===== config.mk =====
export PLATFORM = sky130hd
export DESIGN_NAME = dds_freq_meter
export DESIGN_NICKNAME = d
export VERILOG_FILES = /design/src/rtl/dds_freq_meter.sv
export SDC_FILE = /design/constraint.sdc
export NUM_CORES = 1
export LEC_CHECK = 0
export BUFFER_PORTS_ARGS = -buffer_cell sky130_fd_sc_hd__buf_4
export CAP_MARGIN = 10
export CORE_ASPECT_RATIO = 1.5
export CORE_UTILIZATION = 42
export DETAILED_ROUTE_END_ITERATION = 12
export PLACE_DENSITY_LB_ADDON = 0.08
export SLEW_MARGIN = 20
export SYNTH_ARGS = -nofsm -noshare
export SYNTH_HDL_FRONTEND = slang
export SYNTH_SLANG_ARGS = --single-unit

===== constraint.sdc =====
create_clock -name clk -period 2.4 [get_ports clk]
set_input_delay 0.48 -clock clk [delete_from_list [all_inputs] [get_ports clk]]
set_output_delay 0.48 -clock clk [all_outputs]
set_load 0.03 [all_outputs]

===== src/rtl/dds_freq_meter.sv =====
// Frequency meter for DDS loopback: counts synchronized rising edges of
// f_in over a 2^GATE_LOG2-cycle gate and scales the count to a tuning word.
module dds_freq_meter #(
    parameter int GATE_LOG2 = 16,
    parameter int K_W       = 32
) (
    input  logic                 clk,
    input  logic                 rst,
    input  logic                 f_in,
    input  logic                 start,
    input  logic                 cont,
    output logic                 busy,
    output logic                 done,
    output logic [GATE_LOG2-1:0] edge_cnt,
    output logic [K_W-1:0]       K_est
);

    typedef enum logic [1:0] {
        IDLE,
        GATE,
        DONE
    } state_t;

    localparam logic [GATE_LOG2-1:0] ONE = {{(GATE_LOG2-1){1'b0}}, 1'b1};

    state_t               state;
    state_t               state_nxt;
    logic                 s1;
    logic                 s2;
    logic                 s3;
    logic                 rise;
    logic                 gate_last;
    logic [GATE_LOG2-1:0] gate_cnt;
    logic [GATE_LOG2-1:0] acc;
    logic [GATE_LOG2-1:0] acc_inc;

    // Two-flop synchronizer plus one delay flop for rising-edge detection
    always_ff @(posedge clk) begin
        if (rst) begin
            s1 <= 1'b0;
            s2 <= 1'b0;
            s3 <= 1'b0;
        end else begin
            s1 <= f_in;
            s2 <= s1;
            s3 <= s2;
        end
    end

    assign rise      = s2 & ~s3;
    assign acc_inc   = rise ? acc + ONE : acc;
    assign gate_last = (state == GATE) && (gate_cnt == '1);

    // State register
    always_ff @(posedge clk) begin
        if (rst) begin
            state <= IDLE;
        end else begin
            state <= state_nxt;
        end
    end

    // Next-state and status outputs
    always_comb begin
        state_nxt = state;
        busy      = 1'b0;
        done      = 1'b0;
        unique case (state)
            IDLE: begin
                if (start) begin
                    state_nxt = GATE;
                end
            end
            GATE: begin
                busy = 1'b1;
                if (gate_last) begin
                    state_nxt = DONE;
                end
            end
            DONE: begin
                busy      = 1'b1;
                done      = 1'b1;
                state_nxt = cont ? GATE : IDLE;
            end
            default: begin
                state_nxt = IDLE;
            end
        endcase
    end

    // Gate and edge counters run only while gating, cleared otherwise
    always_ff @(posedge clk) begin
        if (rst) begin
            gate_cnt <= '0;
            acc      <= '0;
        end else if (state == GATE) begin
            gate_cnt <= gate_cnt + ONE;
            acc      <= acc_inc;
        end else begin
            gate_cnt <= '0;
            acc      <= '0;
        end
    end

    // Result latch; includes a rise in the final gate cycle, holds until next run
    always_ff @(posedge clk) begin
        if (rst) begin
            edge_cnt <= '0;
        end else if (gate_last) begin
            edge_cnt <= acc_inc;
        end
    end

    assign K_est = K_W'(edge_cnt) << (K_W - GATE_LOG2);

endmodule

==> reports/metrics.cfg, run 1 <==
[status]
outcome=finished clean

[sta]
period_minus_slack_ns=1.95
unrepaired_setup_endpoints_after_global_routing=false
finalSetupTns_ns=0
layout_worst_path_cycle_share_pct=81.1
highest_achievable_clock_rate_mhz=514
timing_hold_violations_final=0
finalSetupViolations=0
final.setup_skew_ns=0.00329
finalMaxSlewViolations=0

[floorplan]
floorplan.initialDensity_pct=43.4
rows=34
core_area_mm2=0.00574
io_pins=55
die_width_um=64.9
fp.dieH_um=96.4
die-area_mm2=0.00626

[setup_path]
start_kind=flip-flop
critPathCaptureType=flip-flop
crit_path_max_incr_delay_ns=0.44
cp_max_fo=12
cp_data_arrival_time_ns=2.12
crit_required_ns=2.58
timing_worst_setup_path_type=reg -> reg
critical_path.cell_chain=ha_1 > nand3_1 > nor4_4 > and2_0 > buf_4 > a311oi_1
cell_with_the_biggest_individual_delay_on_the_critical_path=nor4_4

[final_layout]
fin_cells=366
layout.area.seq_mm2=0.00106
design.final.nets=306
filler_cell_count=555
area_occupied_by_multi_input_gates_mm2=0.00116
most-common-layout-cells=dfxtp_1 (53), buf_4 (42), nor2_1 (30)
fraction_of_final_layout_cells_sized_beyond_drive_strength_1_pct=18.0
antenna_cells_inserted=0
synthToLayoutAreaGrowth_pct=9.73
mostFrequentLayoutCell=dfxtp_1

[grt]
global_route_congestion_overflow_total=0
first_global_vias=1637
grt_pass1_wl_mm=7.39
grtUsageTotal_pct=15.6
antenna_found_initial=0
maximum_number_of_pins_on_one_net_before_global_route_repair=33

[placement]
place_inst=359
place_hpwl_mm=3.39
port-buffer-count=38
place_congestion=0.725

[yosys]
synth.cell_area_mm2=0.00249
number_of_synthesized_flops_with_an_enable_pin=0
yosys_warnings=0
yosys_register_bits=53
ys_async_sr_fraction_pct=0
synth-seq-area-share_pct=42.5
ys_dominant_reg_cell=dfxtp_1
post_synth_num_cell_types=39
average_instance_area_after_synthesis_um2=9.14
postSynthCellCount=273

[clock_tree]
postCtsSetupRepairBufs=0
clock_buffer_count_from_cts=5
cts_tree=built
clock_path_buffers=2
clock-root-buffer=clkbuf_8
clk-insertion-delay-late_ns=0.29
cts_hold_buf=0
numClockSinks=53
htree_num_levels=2
clk_pin_slew_worst_paths_ns=0.09
cts-resized-gates=0

[pwr]
leakage_component_of_the_power_nw=1.02
power.ir.vdd_worst_mv=0.396
power_dens_cells_mw_per_mm2=635

[route]
drtPass1Iterations=4
drtIter0Drc=46
detail_route.wirelength_mm=4.52
vias=1831
routedWlPerCell_um=12.3
avgViaCountPerCell=5.00
drcViolationCount=0
ant_nets=0

[min_path]
hold_path.class=in -> reg

[job]
maxCapViolations=0

==> report_power, final <==
part           internal [mW]  switching [mW]
Combinational          0.107           0.219
Sequential             0.899          0.0209
Clock                  0.229           0.263
Total                   1.24           0.502
==> final timing paths <==
path,to,cells after the start,from,slack [ns]
setup / recovery,edge_cnt[13],6,gate_cnt[0],0.45
hold / removal,s1,2,f_in,0.41
setup reg to reg,edge_cnt[13],6,gate_cnt[0],0.45
hold reg to reg,s2,1,s1,0.45
==> critical path, delay by kind of cell, from the launching register on <==
kind | cells | cell delay [ns]
adder cells (fa/ha/maj) | 1 | 0.21
AO/OA/AOI/OAI | 1 | 0.10
buffers and inverters | 1 | 0.23
AND/OR/NAND/NOR | 3 | 0.90
flip-flops | 1 | 0.38
==> Yosys cell counts, types with 2 or more instances <==
library cell  instances  area share, %
dfxtp_1              53             43
buf_4                33            9.9
nor2_1               30            4.5
a21oi_1              22            4.4
a211oi_1             14            4.2
nand4_1              12            3.0
xnor2_1              12            4.2
xor2_1               12            4.2
nand3_1              10            2.0
ha_1                  7            3.5
inv_1                 7            1.1
nand2_1               7            1.1
clkbuf_1              6           0.90
and3_1                5            1.3
nand2b_1              4            1.0
nor2b_1               4            1.0
nor3_1                4           0.80
nor4_1                4            1.0
o21ai_0               3           0.60
or3_1                 3           0.75
a311oi_1              2           0.70
mux2i_1               2           0.80
==> layer usage <==
layer	GRT usage [%]	routed length, µm	up-vias
li1	-	-	934
met4	6.48	81	0
met5	0	0	-
met2	29.3	2470	42
met3	3.52	149	8
met1	16.3	1820	847
==> registers in the layout, indices dropped and copies added (netlist names) <==
name,count
acc,16
edge_cnt,16
gate_cnt,16
s1,1
s2,1
s3,1
state,2
==> area by class of cell <==
class | instances | area share [%]
Tap cell | 72 | 3.29
Timing Repair Buffer | 42 | 11.5
Inverter | 7 | 0.960
Clock buffer | 7 | 3.15
Multi-Input combinational cell | 185 | 42.3
Sequential cell | 53 | 38.8
==> logic make-up (layout without fill, tap and decap cells) <==
group	count (synthesis)	count (layout)	synth area share (%)
xor gates and xnor gates	24	24	8.43
DFF	53	53	42.5
other	1	16	0.150
muxes	3	3	1.25
AOI/OAI and AO/OA	43	43	10.8
adders and majority gates	7	7	3.51
buffers and inverters	50	56	13.3
and+or+nand+nor	92	92	20.0
==> stage by stage <==
step | total power, mW | hold slack, ns | instance area [µm²] | util (%) | worst slack [ns]
finish | 1.74 | 0.408 | 2740 | 47.7 | 0.454
global route | 1.83 | 0.424 | 2740 | 47.7 | 0.281
CTS | 1.76 | 0.407 | 2740 | 47.7 | 0.420
detailed placement | 1.27 | 0.432 | 2650 | 46.2 | 0.438
global placement | 1.27 | 0.434 | 2650 | 46.2 | 0.490
floorplan | 1.21 | 0.414 | 2550 | - | 0.669
Power figures use the tool's default switching activity.
==> inputs of run 2 (changes only) <==
Clock period 2.4 ns to 1.9 ns, I/O delays scaled along.
==> reports/metrics.cfg, run 2 (synthesized netlist as in run 1, its figures left out) <==
[status]
outcome=finished clean

[final_layout]
most-common-layout-cells=dfxtp_1 (53), buf_4 (48), nor2_1 (30)
design.final.nets=313
synthToLayoutAreaGrowth_pct=12.2
mostFrequentLayoutCell=dfxtp_1
biggest_regs=acc (16), edge_cnt (16), gate_cnt (16)
antenna_cells_inserted=0
fraction_of_final_layout_cells_sized_beyond_drive_strength_1_pct=20.2

[grt]
global_route_congestion_overflow_total=0
antenna_found_initial=0
grtUsageTotal_pct=16.3
grt_pass1_wl_mm=7.79
first_global_vias=1731
maximum_number_of_pins_on_one_net_before_global_route_repair=33

[min_path]
hold_path.class=in -> reg
cell_count_of_the_worst_hold_path=2
hold_path.startpoint=f_in
hold_end=s1

[clock_tree]
cts_hold_buf=0
clk_pin_slew_worst_paths_ns=0.09
cts_tree=built
clock_path_buffers=2
clk-insertion-delay-late_ns=0.30
clock-root-buffer=clkbuf_8
numClockSinks=53
clock_buffer_count_from_cts=5
postCtsSetupRepairBufs=0
htree_num_levels=2

[sta]
finalMaxSlewViolations=0
finalSetupViolations=0
period_minus_slack_ns=1.74
final.setup_skew_ns=0.00394
finalSetupTns_ns=0
highest_achievable_clock_rate_mhz=575
layout_worst_path_cycle_share_pct=91.6
unrepaired_setup_endpoints_after_global_routing=false
timing_hold_violations_final=0
finalWorstSetupSlack_ns=0.160

[placement]
port-buffer-count=38
place_hpwl_mm=3.45
place_worst_setup_slack_ns=0.154
place_congestion=0.753

[setup_path]
cell_with_the_biggest_individual_delay_on_the_critical_path=nor4_4
timing.rr.end=edge_cnt[13]
start_kind=flip-flop
ff2ff_setup_slack_ns=0.16
cp_data_arrival_time_ns=1.95
cpLargestDelayFamily=simple AND/OR/NAND/NOR gates
critPathCaptureType=flip-flop
crit_required_ns=2.11
worstSetupStartpoint=gate_cnt[8]
timing.critical_path.buf_inv=1
reg2regPathDepth=5
worstReg2RegStart=gate_cnt[8]
timing_worst_setup_path_type=reg -> reg
crit_path_max_incr_delay_ns=0.46
critical_path.cell_chain=nand4_2 > nor4_4 > buf_4 > a21oi_1 > a311oi_1
cp_max_fo=5

[route]
met1_length_mm=2.03
drtIter0Drc=75
ant_nets=0
routedWlPerCell_um=12.7
avgViaCountPerCell=5.03
drtPass1Iterations=5
drcViolationCount=0
max_layer_used=met4
route.met3.wl_um=150
route.met2.wl_mm=2.49
vias=1881
detail_route.wirelength_mm=4.75

[pwr]
leakage_component_of_the_power_nw=1.07
totalPowerFinal_mw=2.21
power.ir.vdd_worst_mv=0.458
power_dens_cells_mw_per_mm2=791

[floorplan]
core_area_mm2=0.00574
die_width_um=64.9
die-area_mm2=0.00626
floorplan.initialDensity_pct=43.4
rows=34
fp.dieH_um=96.4
io_pins=55

[job]
maxCapViolations=0

## run 2: layer usage
metal,track usage [%],up-vias
li1,-,954
met5,0,-
met2,31.0,36
met3,3.52,6
met1,17.0,885
met4,6.67,0
## run 2: worst register-to-register path, cell delays in order (launching register included)
cell and delay, ns:
dfxtp_1 0.43, nand4_2 0.20, nor4_4 0.46, buf_4 0.21, a21oi_1 0.08, a311oi_1 0.27
## run 2: what timing repair did
action | CTS | global route
endpoints found under the hold margin | 0 | 0
resized for setup | 0 | 0
endpoints found under the setup margin | 0 | 6
## run 2: final cells by class
| cell class | count | area, µm² |
|---|---|---|
| Clock buffer | 6 | 72.6 |
| Tap cell | 72 | 90.1 |
| Inverter | 7 | 26.3 |
| Sequential cell | 53 | 1060 |
| Clock inverter | 2 | 10.0 |
| Multi-Input combinational cell | 185 | 1160 |
| Fill cell | 590 | 2940 |
| Timing Repair Buffer | 49 | 380 |
## run 2: where the power goes
part / switching [mW] / total [mW] / internal [mW]
registers: 0.0255 / 1.16 / 1.14
clock network: 0.361 / 0.617 / 0.256
logic: 0.284 / 0.434 / 0.150
total: 0.671 / 2.21 / 1.54
## run 2: metrics by stage
| step | instances | hold WS [ns] | utilization (%) | instance area, µm² |
|---|---|---|---|---|
| 2_1_floorplan | 288 | 0.414 | - | 2550 |
| 3_3_place_gp | 366 | 0.430 | 47.3 | 2720 |
| 3_5_place_dp | 366 | 0.425 | 47.3 | 2720 |
| 4_1_cts | 374 | 0.290 | 48.7 | 2800 |
| 5_1_grt | 374 | 0.304 | 48.7 | 2800 |
| 6_report | 374 | 0.291 | 48.7 | 2800 |
## run 2: worst max path at each step
stage                     depth (start not counted)            to
after floorplan                                   5      state[0]
after global placement                            5      state[0]
after detailed placement                          5      state[0]
after CTS                                         5      state[0]
after global routing                              5  edge_cnt[13]
final                                             5  edge_cnt[13]
==> inputs of run 3 (changes only) <==
Clock period 1.9 ns to 2.2 ns, I/O delays scaled along.
==> reports/metrics.cfg, run 3 (synthesized netlist as in run 1, its figures left out) <==
[clock_tree]
postCtsSetupRepairBufs=0
cts-resized-gates=0
numClockSinks=53
cts_hold_buf=0
clock_buffer_count_from_cts=5
htree_num_levels=2
cts_tree=built
clk_pin_slew_worst_paths_ns=0.09
clock-root-buffer=clkbuf_8
clk-insertion-delay-late_ns=0.31
clock_path_buffers=2

[sta]
hold_ws_ns=0.346
finalMaxSlewViolations=0
final.setup_skew_ns=0.00925
timing_hold_violations_final=0
layout_worst_path_cycle_share_pct=83.3
period_minus_slack_ns=1.83
highest_achievable_clock_rate_mhz=546
unrepaired_setup_endpoints_after_global_routing=false
finalSetupViolations=0
finalSetupTns_ns=0

[setup_path]
crit_path_max_incr_delay_ns=0.38
cp_max_fo=12
crit_required_ns=2.38
critical_path.cell_chain=ha_1 > nand3_1 > nor4_4 > and2_0 > buf_4 > a311oi_1
timing.critical_path.buf_inv=1
start_kind=flip-flop
critPathCaptureType=flip-flop
cpLargestDelayFamily=simple AND/OR/NAND/NOR gates
cell_with_the_biggest_individual_delay_on_the_critical_path=dfxtp_1
timing_worst_setup_path_type=reg -> reg
cp_data_arrival_time_ns=2.02

[route]
drtPass1Iterations=4
drcViolationCount=0
vias=1834
detail_route.wirelength_mm=4.66
ant_nets=0
drtIter0Drc=71
avgViaCountPerCell=4.98
routedWlPerCell_um=12.7

[final_layout]
filler_cell_count=564
most-common-layout-cells=dfxtp_1 (53), buf_4 (42), nor2_1 (30)
antenna_cells_inserted=0
fin_util_pct=48.8
synthToLayoutAreaGrowth_pct=12.4
fin_cells=368
final_cell_area_mm2=0.00281
design.final.nets=307
biggest_regs=acc (16), edge_cnt (16), gate_cnt (16)
layout.area.seq_mm2=0.00106
mostFrequentLayoutCell=dfxtp_1
area_occupied_by_multi_input_gates_mm2=0.00116
fraction_of_final_layout_cells_sized_beyond_drive_strength_1_pct=18.9

[placement]
place_inst=360
place_hpwl_mm=3.48
place_congestion=0.775
placed_cell_area_mm2=0.00267
port-buffer-count=38

[grt]
first_global_vias=1728
global_route_congestion_overflow_total=0
grt_pass1_wl_mm=7.81
antenna_found_initial=0
grtUsageTotal_pct=16.4
maximum_number_of_pins_on_one_net_before_global_route_repair=28

[min_path]
hold_path.class=in -> reg

[pwr]
power_dens_cells_mw_per_mm2=763
leakage_component_of_the_power_nw=1.06
power.ir.vdd_worst_mv=0.358

[floorplan]
die-area_mm2=0.00626
die_width_um=64.9
rows=34
core_area_mm2=0.00574
floorplan.initialDensity_pct=43.4
fp.dieH_um=96.4
io_pins=55

[status]
outcome=finished clean

[job]
maxCapViolations=0

run 3: changes by cell type in the layout (fill, tap and decap cells not counted), sizes merged:
cell,delta
clkinv,-1
buf,-6
clkbuf,-1
bufinv,+2
run 3: routing by layer:
metal  track usage [%]  part of all wire [%]  routed length (µm)  up-vias
met3              3.17                   3.6                 170        7
met4              6.67                   1.6                  74        0
li1                  -                     -                   -      938
met5                 0                     0                   0        -
met2              31.1                    53                2480       39
met1              17.4                    41                1940      850
run 3: report_power, final:
part | leakage [nW] | internal [mW] | switching [mW] | total [mW]
Clock | 0.0681 | 0.452 | 0.308 | 0.759
Sequential | 0.428 | 0.981 | 0.0228 | 1.00
Combinational | 0.564 | 0.129 | 0.249 | 0.378
run 3: metrics by stage:
stage | power [mW] | setup WS [ns]
4_1_cts | 2.18 | 0.339
5_1_grt | 2.25 | 0.182
3_5_place_dp | 1.41 | 0.378
2_1_floorplan | 1.32 | 0.469
6_report | 2.14 | 0.367
3_3_place_gp | 1.41 | 0.429
run 3: worst register-to-register path, cell delays in order (launching register included):
cell and delay, ns:
dfxtp_1 0.38, ha_1 0.21, nand3_1 0.14, nor4_4 0.33, and2_0 0.31, buf_4 0.24
a311oi_1 0.10
run 3: worst paths after layout:
check	from	endpoint	slack, ns	cells after the start
worst max register to register	gate_cnt[0]	edge_cnt[13]	0.37	6
worst min-delay path	f_in	s1	0.35	2
worst min register to register	s1	s2	0.44	1
worst max-delay path	gate_cnt[0]	edge_cnt[13]	0.37	6
run 3: final cells by class:
cell class              count  area share [%]
repair buffers             43            12.0
well taps                  72            3.21
inverters                   7           0.937
multi-input cells         185            41.3
flip-flops and latches     53            37.8
clock inverters             3            2.32
clock buffers               5            2.45
